==> src/rtl/cpu_run_monitor.sv <==
// cpu_run_monitor: run-control and completion monitor that sits beside the cpu in
// program-level benches. It watches the fetch PC and the data-memory write port and
// ends the run on the first of three events:
//   - a store to TOHOST_ADDR (exit mailbox; the store data becomes the exit code),
//   - a halt self-loop (HALT_REPEAT consecutive identical valid PCs),
//   - a timeout after MAX_CYCLES run cycles.
// Once done, every output is frozen until clear or reset.
//
// Ports:
//   clk          in   system clock, rising edge
//   rst_n        in   asynchronous active-low reset
//   clear        in   synchronous restart: zero counters, return to run
//   pc           in   fetch PC
//   pc_valid     in   fetch advanced this cycle
//   stall        in   pipeline stall/bubble this cycle
//   dmem_we      in   data-memory write enable
//   dmem_addr    in   data-memory write address
//   dmem_wdata   in   data-memory write data
//   done         out  run finished (sticky)
//   pass         out  run passed (valid when done)
//   status       out  00 running, 01 tohost exit, 10 halt loop, 11 timeout
//   exit_code    out  store data captured on tohost exit, else 0
//   cycle_count  out  run cycles elapsed (includes the terminating cycle)
//   instr_count  out  pc_valid cycles while running
//   stall_count  out  stall cycles while running

module cpu_run_monitor #(
    parameter int unsigned       ADDR_W      = 32,
    parameter int unsigned       DATA_W      = 32,
    parameter int unsigned       CNT_W       = 32,
    parameter int unsigned       MAX_CYCLES  = 500,
    parameter int unsigned       HALT_REPEAT = 4,
    parameter logic [ADDR_W-1:0] TOHOST_ADDR = 32'h0000_FFF0
) (
    input  logic              clk,
    input  logic              rst_n,
    input  logic              clear,
    input  logic [ADDR_W-1:0] pc,
    input  logic              pc_valid,
    input  logic              stall,
    input  logic              dmem_we,
    input  logic [ADDR_W-1:0] dmem_addr,
    input  logic [DATA_W-1:0] dmem_wdata,
    output logic              done,
    output logic              pass,
    output logic [1:0]        status,
    output logic [DATA_W-1:0] exit_code,
    output logic [CNT_W-1:0]  cycle_count,
    output logic [CNT_W-1:0]  instr_count,
    output logic [CNT_W-1:0]  stall_count
);

    localparam int unsigned REP_W = $clog2(HALT_REPEAT) + 1;

    // rep_cnt counts repeats after the first sighting, so the HALT_REPEAT-th identical
    // PC arrives while rep_cnt holds HALT_REPEAT-2.
    localparam logic [REP_W-1:0] RepLast = REP_W'(HALT_REPEAT - 2);
    // The timeout edge is the one that samples cycle_count == MAX_CYCLES-1, which
    // leaves cycle_count == MAX_CYCLES afterwards.
    localparam logic [CNT_W-1:0] CycLast = CNT_W'(MAX_CYCLES - 1);

    localparam logic [1:0] StatusRun     = 2'b00;
    localparam logic [1:0] StatusTohost  = 2'b01;
    localparam logic [1:0] StatusHalt    = 2'b10;
    localparam logic [1:0] StatusTimeout = 2'b11;

    typedef enum logic {StRun, StDone} state_e;

    state_e state_q, state_d;

    logic              pass_q, pass_d;
    logic [1:0]        status_q, status_d;
    logic [DATA_W-1:0] exit_code_q, exit_code_d;
    logic [CNT_W-1:0]  cycle_count_q, cycle_count_d;
    logic [CNT_W-1:0]  instr_count_q, instr_count_d;
    logic [CNT_W-1:0]  stall_count_q, stall_count_d;
    logic [ADDR_W-1:0] last_pc_q, last_pc_d;
    logic              last_valid_q, last_valid_d;
    logic [REP_W-1:0]  rep_cnt_q, rep_cnt_d;

    logic running;
    logic pc_match;
    logic tohost_ev;
    logic halt_ev;
    logic timeout_ev;
    logic any_ev;

    function automatic logic [CNT_W-1:0] sat_inc(input logic [CNT_W-1:0] v);
        return (&v) ? v : v + CNT_W'(1);
    endfunction

    // Event detection (only meaningful while running)
    always_comb begin
        running    = (state_q == StRun);
        // last_valid_q stops the first valid PC after reset/clear matching the reset
        // value of last_pc.
        pc_match   = pc_valid && last_valid_q && (pc == last_pc_q);
        tohost_ev  = running && dmem_we && (dmem_addr == TOHOST_ADDR);
        halt_ev    = running && pc_match && (rep_cnt_q == RepLast);
        timeout_ev = running && (cycle_count_q == CycLast);
        any_ev     = tohost_ev || halt_ev || timeout_ev;
    end

    // State register
    always_ff @(posedge clk or negedge rst_n) begin
        if (!rst_n) begin
            state_q <= StRun;
        end else begin
            state_q <= state_d;
        end
    end

    // Next-state logic; clear wins over any event on the same edge
    always_comb begin
        state_d = state_q;
        if (clear) begin
            state_d = StRun;
        end else begin
            unique case (state_q)
                StRun:  if (any_ev) state_d = StDone;
                StDone: state_d = StDone;
            endcase
        end
    end

    // Output / datapath next-state logic
    always_comb begin
        pass_d        = pass_q;
        status_d      = status_q;
        exit_code_d   = exit_code_q;
        cycle_count_d = cycle_count_q;
        instr_count_d = instr_count_q;
        stall_count_d = stall_count_q;
        last_pc_d     = last_pc_q;
        last_valid_d  = last_valid_q;
        rep_cnt_d     = rep_cnt_q;

        if (clear) begin
            pass_d        = 1'b0;
            status_d      = StatusRun;
            exit_code_d   = '0;
            cycle_count_d = '0;
            instr_count_d = '0;
            stall_count_d = '0;
            last_pc_d     = '0;
            last_valid_d  = 1'b0;
            rep_cnt_d     = '0;
        end else if (running) begin
            // Counters include the terminating cycle.
            cycle_count_d = sat_inc(cycle_count_q);
            if (pc_valid) instr_count_d = sat_inc(instr_count_q);
            if (stall)    stall_count_d = sat_inc(stall_count_q);

            // Invalid fetch cycles leave halt tracking untouched so stalls inside a
            // self-loop do not break it.
            if (pc_valid) begin
                rep_cnt_d    = pc_match ? rep_cnt_q + REP_W'(1) : '0;
                last_pc_d    = pc;
                last_valid_d = 1'b1;
            end

            if (tohost_ev) begin
                status_d    = StatusTohost;
                exit_code_d = dmem_wdata;
                pass_d      = (dmem_wdata == DATA_W'(1));
            end else if (halt_ev) begin
                status_d    = StatusHalt;
                exit_code_d = '0;
                pass_d      = 1'b1;
            end else if (timeout_ev) begin
                status_d    = StatusTimeout;
                exit_code_d = '0;
                pass_d      = 1'b0;
            end
        end
    end

    // Datapath registers
    always_ff @(posedge clk or negedge rst_n) begin
        if (!rst_n) begin
            pass_q        <= 1'b0;
            status_q      <= StatusRun;
            exit_code_q   <= '0;
            cycle_count_q <= '0;
            instr_count_q <= '0;
            stall_count_q <= '0;
            last_pc_q     <= '0;
            last_valid_q  <= 1'b0;
            rep_cnt_q     <= '0;
        end else begin
            pass_q        <= pass_d;
            status_q      <= status_d;
            exit_code_q   <= exit_code_d;
            cycle_count_q <= cycle_count_d;
            instr_count_q <= instr_count_d;
            stall_count_q <= stall_count_d;
            last_pc_q     <= last_pc_d;
            last_valid_q  <= last_valid_d;
            rep_cnt_q     <= rep_cnt_d;
        end
    end

    assign done        = (state_q == StDone);
    assign pass        = pass_q;
    assign status      = status_q;
    assign exit_code   = exit_code_q;
    assign cycle_count = cycle_count_q;
    assign instr_count = instr_count_q;
    assign stall_count = stall_count_q;

endmodule

==> config.mk <==
export PLATFORM = sky130hd
export DESIGN_NAME = cpu_run_monitor
export DESIGN_NICKNAME = d
export VERILOG_FILES = /design/src/rtl/cpu_run_monitor.sv
export SDC_FILE = /design/constraint.sdc
export NUM_CORES = 1
export LEC_CHECK = 0
export ABC_AREA = 1
export CORE_UTILIZATION = 50
export CTS_CLUSTER_SIZE = 8
export DETAILED_ROUTE_END_ITERATION = 8
export MAX_ROUTING_LAYER = met4
export PLACE_DENSITY = 0.79
export SKIP_LAST_GASP = 1
export SLEW_MARGIN = 20
export SYNTH_ARGS = -nofsm -noshare
export SYNTH_HDL_FRONTEND = slang
export SYNTH_SLANG_ARGS = --single-unit
==> constraint.sdc <==
create_clock -name clk -period 5 [get_ports clk]
set_input_delay 1 -clock clk [delete_from_list [all_inputs] [get_ports clk]]
set_output_delay 1 -clock clk [all_outputs]
set_load 0.01 [all_outputs]
== Word-level counts from Yosys, hierarchy flattened ==
Cells that the tools add are included.

* Add/sub/neg operators: 4
* Equal/unequal tests: 9
* Multiplexer cells: 39
* Bitwise gates (word level): 1
* Reductions and logical operators: 20

{| class="wikitable"
|+ Operators by type and width
! cell !! count
|-
| $mux W32 || 19
|-
| $add A32 B1 Y32 const B || 3
|-
| $reduce_and A32 Y1 || 3
|-
| $eq A32 B1 Y1 const B || 1
|-
| $eq A32 B16 Y1 const B || 1
|-
| $eq A32 B32 Y1 || 1
|-
| $eq A32 B9 Y1 const B || 1
|-
| $mux W3 || 4
|-
| $mux W1 || 10
|-
| $mux W2 || 5
|-
| $ne A2 B2 Y1 const B || 4
|-
| $logic_and A1 B1 Y1 || 7
|-
| $reduce_and A2 Y1 || 3
|-
| $reduce_and A3 Y1 || 2
|-
| $reduce_bool A2 Y1 || 2
|-
| $reduce_bool A4 Y1 || 1
|-
| $add A3 B1 Y3 const B || 1
|-
| $eq A3 B2 Y1 const B || 1
|-
| $logic_or A1 B1 Y1 || 2
|-
| $pmux W1 S2 || 1
|-
| $not A1 Y1 || 1
|}

* Flip-flop bits (word level): 168
* Bits of input ports: 102
* Output and inout bits: 132

== Logic depth before layout (Yosys ltp) ==
Gate-level depths: netlist of the first run.

* Depth after elaboration: 9
* Gate-level depth with buffers: 13
* Mapped depth without buffers: 13

== Worst setup path after synthesis of the first run ==
OpenSTA, ideal clock, no wires.

* Path type: input to register
* Start point: input dmem_addr[27]
* End point: register exit_code_q[10] (netlist: exit_code[10])
* Setup time: 0.119 ns
* Arrival time: 2.086 ns
* Data required time: 4.881 ns
* Path slack: 2.795 ns
* Cell stages on the path: 9
* Cells stage by stage: nor2_1 > nand2_1 > nor3_2 > inv_2 > nor3_4 > nor2_4 > buf_6 > nand4_1 > o21ai_2

* Cells in the longest elaborated chain, start to end: 5

{| class="wikitable"
|+ RTL lines
! what !! line !! source
|-
| from (decl) || 42 || <nowiki>input logic [ADDR_W-1:0] dmem_addr,</nowiki>
|-
| $eq A32 B16 Y1 (*) || 98 || <nowiki>tohost_ev = running && dmem_we && (dmem_addr == TOHOST_ADDR);</nowiki>
|-
| $logic_and A1 B1 Y1 (*) || 98 ||
|-
| $mux W32 || 162 || <nowiki>if (tohost_ev) begin</nowiki>
|-
| $mux W32 || 148 || <nowiki>end else if (running) begin</nowiki>
|-
| $mux W32 || 138 || <nowiki>if (clear) begin</nowiki>
|-
| to (signal assigned) || 193 || <nowiki>exit_code_q <= exit_code_d;</nowiki>
|-
| to (decl) || 73 || <nowiki>logic [DATA_W-1:0] exit_code_q, exit_code_d;</nowiki>
|}

Every way passes the cells marked *; elsewhere a longest branch is shown, timed or not. The select of a mux whose other input is x is not followed.
A chain may end at the register's enable or synchronous reset.

== Worst setup path in the final report of the first run ==
* Start point: input pc[19]
* End point: register exit_code_q[31] (netlist: exit_code[31])

* Cells in the longest elaborated chain, start to end: 8

{| class="wikitable"
|+ RTL lines
! what !! line !! source
|-
| from (decl) || 38 || <nowiki>input logic [ADDR_W-1:0] pc,</nowiki>
|-
| $eq A32 B32 Y1 (*) || 97 || <nowiki>pc_match = pc_valid && last_valid_q && (pc == last_pc_q);</nowiki>
|-
| $logic_and A1 B1 Y1 (*) || 97 ||
|-
| $logic_and A1 B1 Y1 (*) (2 in series) || 99 || <nowiki>halt_ev = running && pc_match && (rep_cnt_q == RepLast);</nowiki>
|-
| $mux W32 || 166 || <nowiki>end else if (halt_ev) begin</nowiki>
|-
| $mux W32 || 162 ||
|-
| $mux W32 || 148 ||
|-
| $mux W32 || 138 ||
|}

Marks and branches as above.

==> metrics, run 1 <==
status=completed; worst reg2reg path depth=8; H-Tree Level Count=4; hold path start=last_pc_q[17]; Max transition margin=28.3%; HPWL Detailed=approximately 23000 um; core box area=around 20000 um2; row cnt=52; Fin Setup TNS=0 ns; worst reg-to-reg setup slack=between 2 and 2.5 ns; Root Driver=clkbuf_16; ANT cells=0; CP Launch Type=primary input; synth unique cells=38; final cell count without fillers=1899; synthesized area=approximately 10000 um2; Pins Over Slew Limit=0; placed inst area=12800 um2; die height=146 um; hold-critical path depth=2; vias per cell=5.43; hold-fix buffers at CTS=0; final instance area=13400 um2; GP Congestion=0.946; Post-synth EDFFs=0; clock buffer depth=2; GRT Resource Usage Total=a little under a third; Seq cells post-synth=approximately 170; Layout Nets=1723; Layout fillers=1795; most common cell after layout, fill and taps aside=nand2_1; wire per inst=16.4 um; largest net degree at the start of global routing=roughly 110; HP Class=flop to flop; vias in the first global route=9805; Pleak=5.58 nW; Tcrit/Tclk final=60.6%; DP Cell Count=1867; share of layout cells above drive strength 1=8.72%; Fmax achieved=0.330 GHz; die width=146 um; Post-Syn Instances=about 1400; IO Port Bufs=233; Final min period=between 3 and 4 ns; Avg Cell Area, Syn=7.40 um2; DRC Markers=0; Setup Skew=between 0.015 and 0.02 ns; Hold Path Sink=last_pc_q[17]; Synth Warn #=0; commonest cells after routing, fill and taps aside=nand2_1, clkdlybuf4s50_1, dfrtp_1; CTS tree=yes; Fin. Hold Viols=0; Starting Density=roughly half; actual slew at the worst max-slew pin=roughly 1.1 ns; clk slew on worst S/H paths=roughly 0.080 ns; global route overflow=0; overall power=~3.0 mW; CP endpoint kind=flop; ys async rst share=100%; Cell Pwr Density=between 200 and 250 nW/um2; Critical Path AT=3.33 ns; 1st-pass router iterations=5; max cap viols=0; clk sinks=168; register area=4200 um2; post-cts sizing count=0; number of CTS-inserted buffers=17; first-pass GRT wire length=approximately 51000 um; RSZ-0062 raised after global routing=false; worst reg2reg startpoint=stall_count[0]; WP data required=~5.3 ns; I/O pins=234; r2r endpoint=stall_count[29]; post-route ant nets=0; drt first-iter violations=813; setup violators final=0; crit-path max FO=35; worst vdd rail ir drop=about 210 uV; ys flop type=dfrtp_1; WL final=between 30000 and 40000 um; post-synthesis sequential area ratio=40.5%; Via Count=10310; multi-input logic area=5180 um2; area of the die=21300 um2; setup bufs post-CTS=0; P&R area growth vs syn=28.9%; syn_nets=1510; initial antenna violation count=0; WS Path Type=primary input to flop; clk_lat worst skew=0.45 ns
[state kept, by name (all words and copies together), names as in the netlist, 2 cells and up]
register,flops
stall_count,32
rep_cnt_q,3
cycle_count,32
exit_code,32
instr_count,32
last_pc_q,32
status,2
[Yosys cell counts, types with 16 or more instances]
| master | number | area (um2) |
|---|---|---|
| nand2_1 | 372 | 1400 |
| dfrtp_1 | 168 | 4200 |
| inv_1 | 164 | 616 |
| nor2_1 | 147 | 552 |
| nand4_1 | 86 | 538 |
| nand3_1 | 62 | 310 |
| o21ai_0 | 51 | 255 |
| nor3_1 | 50 | 250 |
| o21ai_2 | 45 | 394 |
| xor2_1 | 38 | 333 |
| o22ai_1 | 29 | 181 |
| o31ai_1 | 19 | 143 |
| buf_2 | 16 | 80.1 |
[report_power, final]
part | leakage, nW | internal, mW | switching [mW]
logic | 2.98 | 0.132 | 0.174
clock network | 0.288 | 0.669 | 0.648
registers | 2.31 | 1.39 | 0.0222
[how the worst max path moves through the flow]
| stage | from | end | slack [ns] | depth (start not counted) |
|---|---|---|---|---|
| after floorplan | dmem_addr[27] | exit_code[10] | 2.79 | 9 |
| after global placement | pc[8] | exit_code[18] | 1.69 | 12 |
| after detailed placement | pc[19] | exit_code[16] | 1.58 | 12 |
| after CTS | pc[19] | exit_code[16] | 2.04 | 12 |
| after global routing | pc[19] | exit_code[31] | 1.73 | 12 |
| final | pc[19] | exit_code[31] | 1.97 | 12 |
[per-layer routing]
layer  part of all wire (%)  global-route usage, %  vias up
li1                       -                      -     5037
met1                     43                   39.8     4842
met2                     48                   48.7      384
met3                    6.7                   6.13       47
met4                    2.2                   9.38        0
met5                      0                      -        -
[worst max-delay path, stage by stage]
cell,delay (ns)
clkdlybuf4s50_1,0.49
inv_1,0.07
nand2_1,0.05
o21ai_0,0.08
nor2_1,0.11
nand2_1,0.06
nor2_1,0.15
nand2_1,0.12
nor2_2,0.19
nand3_2,0.62
nand4_1,0.27
o21ai_0,0.12
[area by class of cell]
type,count,area share [%]
Clock buffer,17,3.18
Clock inverter,15,1.16
Inverter,176,4.94
Multi-Input combinational cell,1009,38.7
Sequential cell,168,31.4
Tap cell,270,2.52
Timing Repair Buffer,244,18.0
[stage by stage]
stage	hold slack, ns	worst slack, ns	utilization, %
detailed placement	0.506	1.58	63.0
CTS	0.525	2.04	65.9
global route	0.556	1.73	65.9
finish	0.519	1.97	65.9
floorplan	0.470	2.79	-
global placement	0.487	1.69	63.0
[logic make-up (layout without fill, tap and decap cells)]
| group | Yosys count | count (layout) | share of synthesized area (%) |
|---|---|---|---|
| flip-flops | 168 | 168 | 40.5 |
| AO/OA/AOI/OAI | 173 | 173 | 10.8 |
| XOR/XNOR | 52 | 52 | 4.39 |
| AND/OR/NAND/NOR | 779 | 779 | 34.1 |
| adder cells (fa/ha/maj) | 5 | 5 | 0.602 |
| buffers and inverters | 226 | 452 | 9.59 |
Power figures use the tool's default switching activity.
==> inputs of run 2 (changes only) <==
==> constraint.sdc (replaced) <==
create_clock -name clk -period 3 [get_ports clk]
set_input_delay 0.6 -clock clk [delete_from_list [all_inputs] [get_ports clk]]
set_output_delay 0.6 -clock clk [all_outputs]
set_load 0.01 [all_outputs]
==> run 2 against run 1 <==
  * Register-to-register slack lost 1.9 ns
  * Design area grew 0.51%
  * Die area unchanged
  * Non-clock buffer count increased by 5
  * Sequential share of layout area shrank 0.16 points
  * Largest cell class unchanged
==> metrics, run 2 (same netlist as run 1, synthesis figures left out) <==
status=completed; Clock Power Share=43.2% (-0.2 points); initial antenna violation count=0 (unchanged); register share of total power=46.5% (about the same); Max transition margin=46.2% (+18 points); Fin. Hold Viols=0 (unchanged); area of the die=21300 um2 (unchanged); most common cell after layout, fill and taps aside=nand2_1; Fin Setup TNS=0 ns (unchanged); setup violators final=0 (unchanged); Setup Skew=0.0112 ns (-0.00516 ns); Via Count=10324 (+0.14%); Worst Setup SP=stall_count[0]; Pleak=5.61 nW (+0.65%); multi-input logic area=5180 um2 (unchanged); Layout fillers=1802 (+0.39%); vias in the first global route=10015 (+2.1%); die width=146 um (unchanged); clk slew on worst S/H paths=0.07 ns (about the same); post-cts sizing count=0 (unchanged); Layout Nets=1728 (+0.29%); setup slack at placement=0.247 ns (-1.33 ns); Pins Over Slew Limit=0 (unchanged); Root Driver=clkbuf_16; Starting Density=51.2% (unchanged); power share of the combinational group=10.3% (+0.2 points); RSZ-0062 raised after global routing=false; vias per cell=5.42 (-0.13%); WS Path Type=flop to flop; worst vdd rail ir drop=290 uV (+39%); r2r endpoint=stall_count[25]; Cell Pwr Density=375 nW/um2 (+66%); die height=146 um (unchanged); Max Used Layer=met4; DP Cell Count=1872 (+0.27%); global route overflow=0 (unchanged); WL met2=15200 um (+1.1%); 1st-pass router iterations=7 (+2); CTS tree=yes; worst reg-to-reg setup slack=0.55 ns (-1.86 ns); DRC Markers=0 (unchanged); hold-fix buffers at CTS=0 (unchanged); largest net degree at the start of global routing=67 (-38%); share of layout cells above drive strength 1=9.00% (+0.28 points); Internal=3.65 mW (+67%); I/O pins=234 (unchanged); CP Launch Type=flop; Met3 Routed Length=2050 um (-1.7%); M1 WL=13300 um (-0.11%); drt first-iter violations=705 (-13%); commonest cells after routing, fill and taps aside=nand2_1, clkdlybuf4s50_1, dfrtp_1; row cnt=52 (unchanged); Critical Path End=stall_count[25]; actual slew at the worst max-slew pin=0.804 ns (-0.269 ns); WL final=31300 um (+0.65%); clock buffer depth=2 (unchanged); GRT Resource Usage Total=31.2% (+0.43 points); GP Congestion=0.980 (+3.5%); Final WS setup=0.553 ns (-1.42 ns); Final min period=approximately 2.4 ns; clk sinks=168 (unchanged); final cell count without fillers=1904 (+0.26%); Critical Path AT=2.76 ns (-0.57 ns); worst reg2reg path depth=8 (unchanged); Fmax achieved=0.409 GHz; wire per inst=16.5 um (+0.38%); worst reg2reg startpoint=stall_count[0]; ANT cells=0 (unchanged); IO Port Bufs=233 (unchanged); crit-path max FO=44 (+26%); Sw Ratio=27.7% (-0.18 points); clk_lat worst skew=0.44 ns (about the same); H-Tree Level Count=4 (unchanged); number of CTS-inserted buffers=17 (unchanged); WP data required=3.31 ns (-1.99 ns); P&R area growth vs syn=29.5%; first-pass GRT wire length=51400 um (+1.5%); CP endpoint kind=flop; P_sw=1.40 mW (+65%); HPWL Detailed=23300 um (+0.44%); core box area=20300 um2 (unchanged); Tcrit/Tclk final=81.6%; max cap viols=0 (unchanged); setup bufs post-CTS=0 (unchanged); post-route ant nets=0 (unchanged); register area=4200 um2 (unchanged); HP Class=primary input to async pin
[run 2: cell types whose count changed in the layout (fill, tap and decap cells not counted)]
cell | before | now
buf_12 | 0 | 3
buf_4 | 11 | 13
buf_6 | 0 | 1
clkbuf_8 | 1 | 0
clkinv_2 | 1 | 2
clkinv_4 | 3 | 2
[run 2: power by group through the flow]
stage	logic, mW	registers, mW	clock network (mW)
after floorplan	0.236	2.39	0
after global placement	0.510	2.39	0
after detailed placement	0.521	2.39	0
after CTS	0.523	2.35	2.20
after global routing	0.577	2.35	2.28
final	0.519	2.35	2.18
[run 2: cell type report]
cell class,instances,area share [%]
Clock buffer,17,3.16
Clock inverter,15,1.13
Inverter,176,4.91
Multi-Input combinational cell,1009,38.5
Sequential cell,168,31.3
Tap cell,270,2.51
Timing Repair Buffer,249,18.5
[run 2: worst min-delay path by stage]
stage | endpoint | slack, ns | depth (start not counted)
detailed placement | last_pc_q[2] | 0.50 | 2
global placement | last_pc_q[10] | 0.49 | 2
floorplan | cycle_count[0] | 0.30 | 0
CTS | instr_count[29] | 0.19 | 1
finish | instr_count[21] | 0.17 | 1
global route | instr_count[29] | 0.22 | 1
[run 2: metrics by stage]
step / hold slack [ns] / utilization, % / instance area [um2] / power, mW
finish: 0.167 / 66.3 / 13500 / 5.05
global route: 0.219 / 66.3 / 13500 / 5.22
CTS: 0.187 / 66.3 / 13500 / 5.07
detailed placement: 0.497 / 63.4 / 12900 / 2.91
global placement: 0.490 / 63.4 / 12900 / 2.90
floorplan: 0.304 / - / 10400 / 2.63
[run 2: layer usage]
layer  global-route usage (%)  vias to the layer above
li1                         -                     5039
met1                     39.5                     4805
met2                     50.4                      424
met3                     5.41                       56
met4                     10.9                        0
met5                        -                        -
[run 2: worst max-delay path: stages (launching register included)]
cell and delay (ns):
dfrtp_1 0.46, ha_1 0.28, nand3_1 0.22, nor4_1 0.33, nand2_1 0.13, nand2_2 0.10, nand2_4 0.27, inv_2 0.38
o21ai_0 0.15
==> inputs of run 3 (changes only) <==
==> constraint.sdc (replaced) <==
create_clock -name clk -period 2.5 [get_ports clk]
set_input_delay 0.5 -clock clk [delete_from_list [all_inputs] [get_ports clk]]
set_output_delay 0.5 -clock clk [all_outputs]
set_load 0.01 [all_outputs]
==> run 3 against run 2 <==
  * Wire length rose by 2.9%
  * Worst setup slack got worse by 0.31 ns
  * Clock skew rose by 0.0043 ns
  * Non-clock buffer count grew 12
  * Core utilization increased by 0.84 points
  * Power increased by 26%
  * Via count grew 2.2%
  * Die area is the same
  * Worst hold slack better by 0.28 ns
  * Largest cell class unchanged
==> metrics, run 3 (same netlist as run 1, synthesis figures left out) <==
Max transition margin=44.2% (-2.1 points); first-pass GRT wire length=53100 um (+3.3%); Critical-path top delay cell=dfrtp_1; largest net degree at the start of global routing=59 (-12%); setup slack at placement=-0.0468 ns (-0.294 ns); placed inst area=13000 um2 (+0.74%); die height=146 um (unchanged); core box area=20300 um2 (unchanged); WP data required=2.81 ns (-0.50 ns); ANT cells=0 (unchanged); Starting Density=51.2% (unchanged); P&R area growth vs syn=31.2%; Fin Setup TNS=0 ns (unchanged); Root Driver=clkbuf_16; HPWL Detailed=24100 um (+3.7%); final cell count without fillers=1916 (+0.63%); WL final=32200 um (+2.9%); worst vdd rail ir drop=393 uV (+36%); Fin. Hold Viols=0 (unchanged); most common cell after layout, fill and taps aside=nand2_1; vias per cell=5.51 (+1.5%); Via Count=10549 (+2.2%); M1 WL=13900 um (+4.5%); GP Congestion=0.975 (-0.48%); overall power=6.36 mW (+26%); status=completed; Met3 Routed Length=2120 um (+3.2%); Setup Skew=0.0155 ns (+0.00426 ns); H-Tree Level Count=4 (unchanged); WS Path Type=flop to flop; clk_lat worst skew=0.44 ns (about the same); die width=146 um (unchanged); Buf+Inv Stages, Crit Path=2 (+1); post-layout util=67.1% (+0.84 points); GRT Resource Usage Total=32.3% (+1.1 points); share of layout cells above drive strength 1=9.60% (+0.60 points); HP Class=primary input to async pin; Pleak=5.71 nW (+1.7%); drt first-iter violations=787 (+12%); setup bufs post-CTS=0 (unchanged); initial antenna violation count=0 (unchanged); DRC Markers=0 (unchanged); IO Port Bufs=233 (unchanged); CP max stage delay=0.41 ns (-0.05 ns); setup violators final=0 (unchanged); critical path's top delay family=simple AND/OR/NAND/NOR gates; clk sinks=168 (unchanged); actual slew at the worst max-slew pin=0.835 ns (+0.0310 ns); max cap viols=0 (unchanged); worst hold margin=0.448 ns (+0.281 ns); post-route ant nets=0 (unchanged); crit-path cells=ha_1 -> nand3_2 -> inv_2 -> nand2_2 -> nor3_2 -> nand4_1 -> nand2_2 -> inv_2 -> nand4_1 -> o21ai_2; CP Launch Type=flop; Tcrit/Tclk final=90.1% (+8.5 points); vias in the first global route=10228 (+2.1%); clk slew on worst S/H paths=0.07 ns (about the same); area of the die=21300 um2 (unchanged); wire per inst=16.8 um (+2.3%); CP endpoint kind=flop; Pins Over Slew Limit=0 (unchanged); DP Cell Count=1883 (+0.59%); clock buffer depth=2 (unchanged); CTS tree=yes; Final min period=2.25 ns (-0.194 ns); global route overflow=0 (unchanged); I/O pins=234 (unchanged); row cnt=52 (unchanged); commonest cells after routing, fill and taps aside=nand2_1, clkdlybuf4s50_1, dfrtp_1; Fmax achieved=0.444 GHz (+8.6%); WL met2=15400 um (+0.87%); Final WS setup=0.248 ns (-0.306 ns); final instance area=13600 um2 (+1.3%); Max Used Layer=met4; Critical Path AT=2.56 ns (-0.20 ns); crit-path max FO=21 (-52%); Layout Nets=1740 (+0.69%); Cell Pwr Density=467 nW/um2 (+24%); RSZ-0062 raised after global routing=false; number of CTS-inserted buffers=17 (unchanged); 1st-pass router iterations=5 (-2)
[run 3: layout make-up]
class | count | area [um2]
clock buffers | 18 | 439
clock inverters | 14 | 204
well taps | 270 | 338
multi-input cells | 1009 | 5180
flip-flops and latches | 168 | 4200
inverters | 176 | 661
fillers | 1775 | 6680
repair buffers | 261 | 2590
[run 3: layer usage]
layer | global-route usage [%] | up-vias
li1 | - | 5075
met1 | 41.2 | 4994
met2 | 52.0 | 415
met3 | 5.34 | 65
met4 | 11.4 | 0
met5 | - | -
[run 3: where the power goes]
part	internal [mW]	switching (mW)	total, mW
sequential	2.77	0.0419	2.81
clock	1.65	1.26	2.91
combinational	0.280	0.355	0.635
[run 3: worst reg2reg max path, cell delays in order, from the launching register on]
cell and delay (ns):
dfrtp_1 0.41, ha_1 0.33, nand3_2 0.18, inv_2 0.10
nand2_2 0.08, nor3_2 0.12, nand4_1 0.13, nand2_2 0.24
inv_2 0.27, nand4_1 0.19, o21ai_2 0.07
[run 3: what timing repair did]
action | CTS | global route
resized for setup | 0 | 0
hold endpoints to repair | 9 | 0
hold buffers | 1 | 0
setup endpoints to repair | 0 | 0
[run 3: path summary, 6_finish.rpt]
check	from	endpoint	slack, ns	cells after the start
worst min-delay path	rst_n	instr_count[21]	0.45	2
worst min register to register	last_pc_q[2]	last_pc_q[2]	0.52	2
max in group asynchronous	rst_n	instr_count[16]	1.25	3
min in group clk	last_pc_q[2]	last_pc_q[2]	0.52	2
worst max-delay path	instr_count[1]	instr_count[7]	0.25	10
worst max register to register	instr_count[1]	instr_count[7]	0.25	10
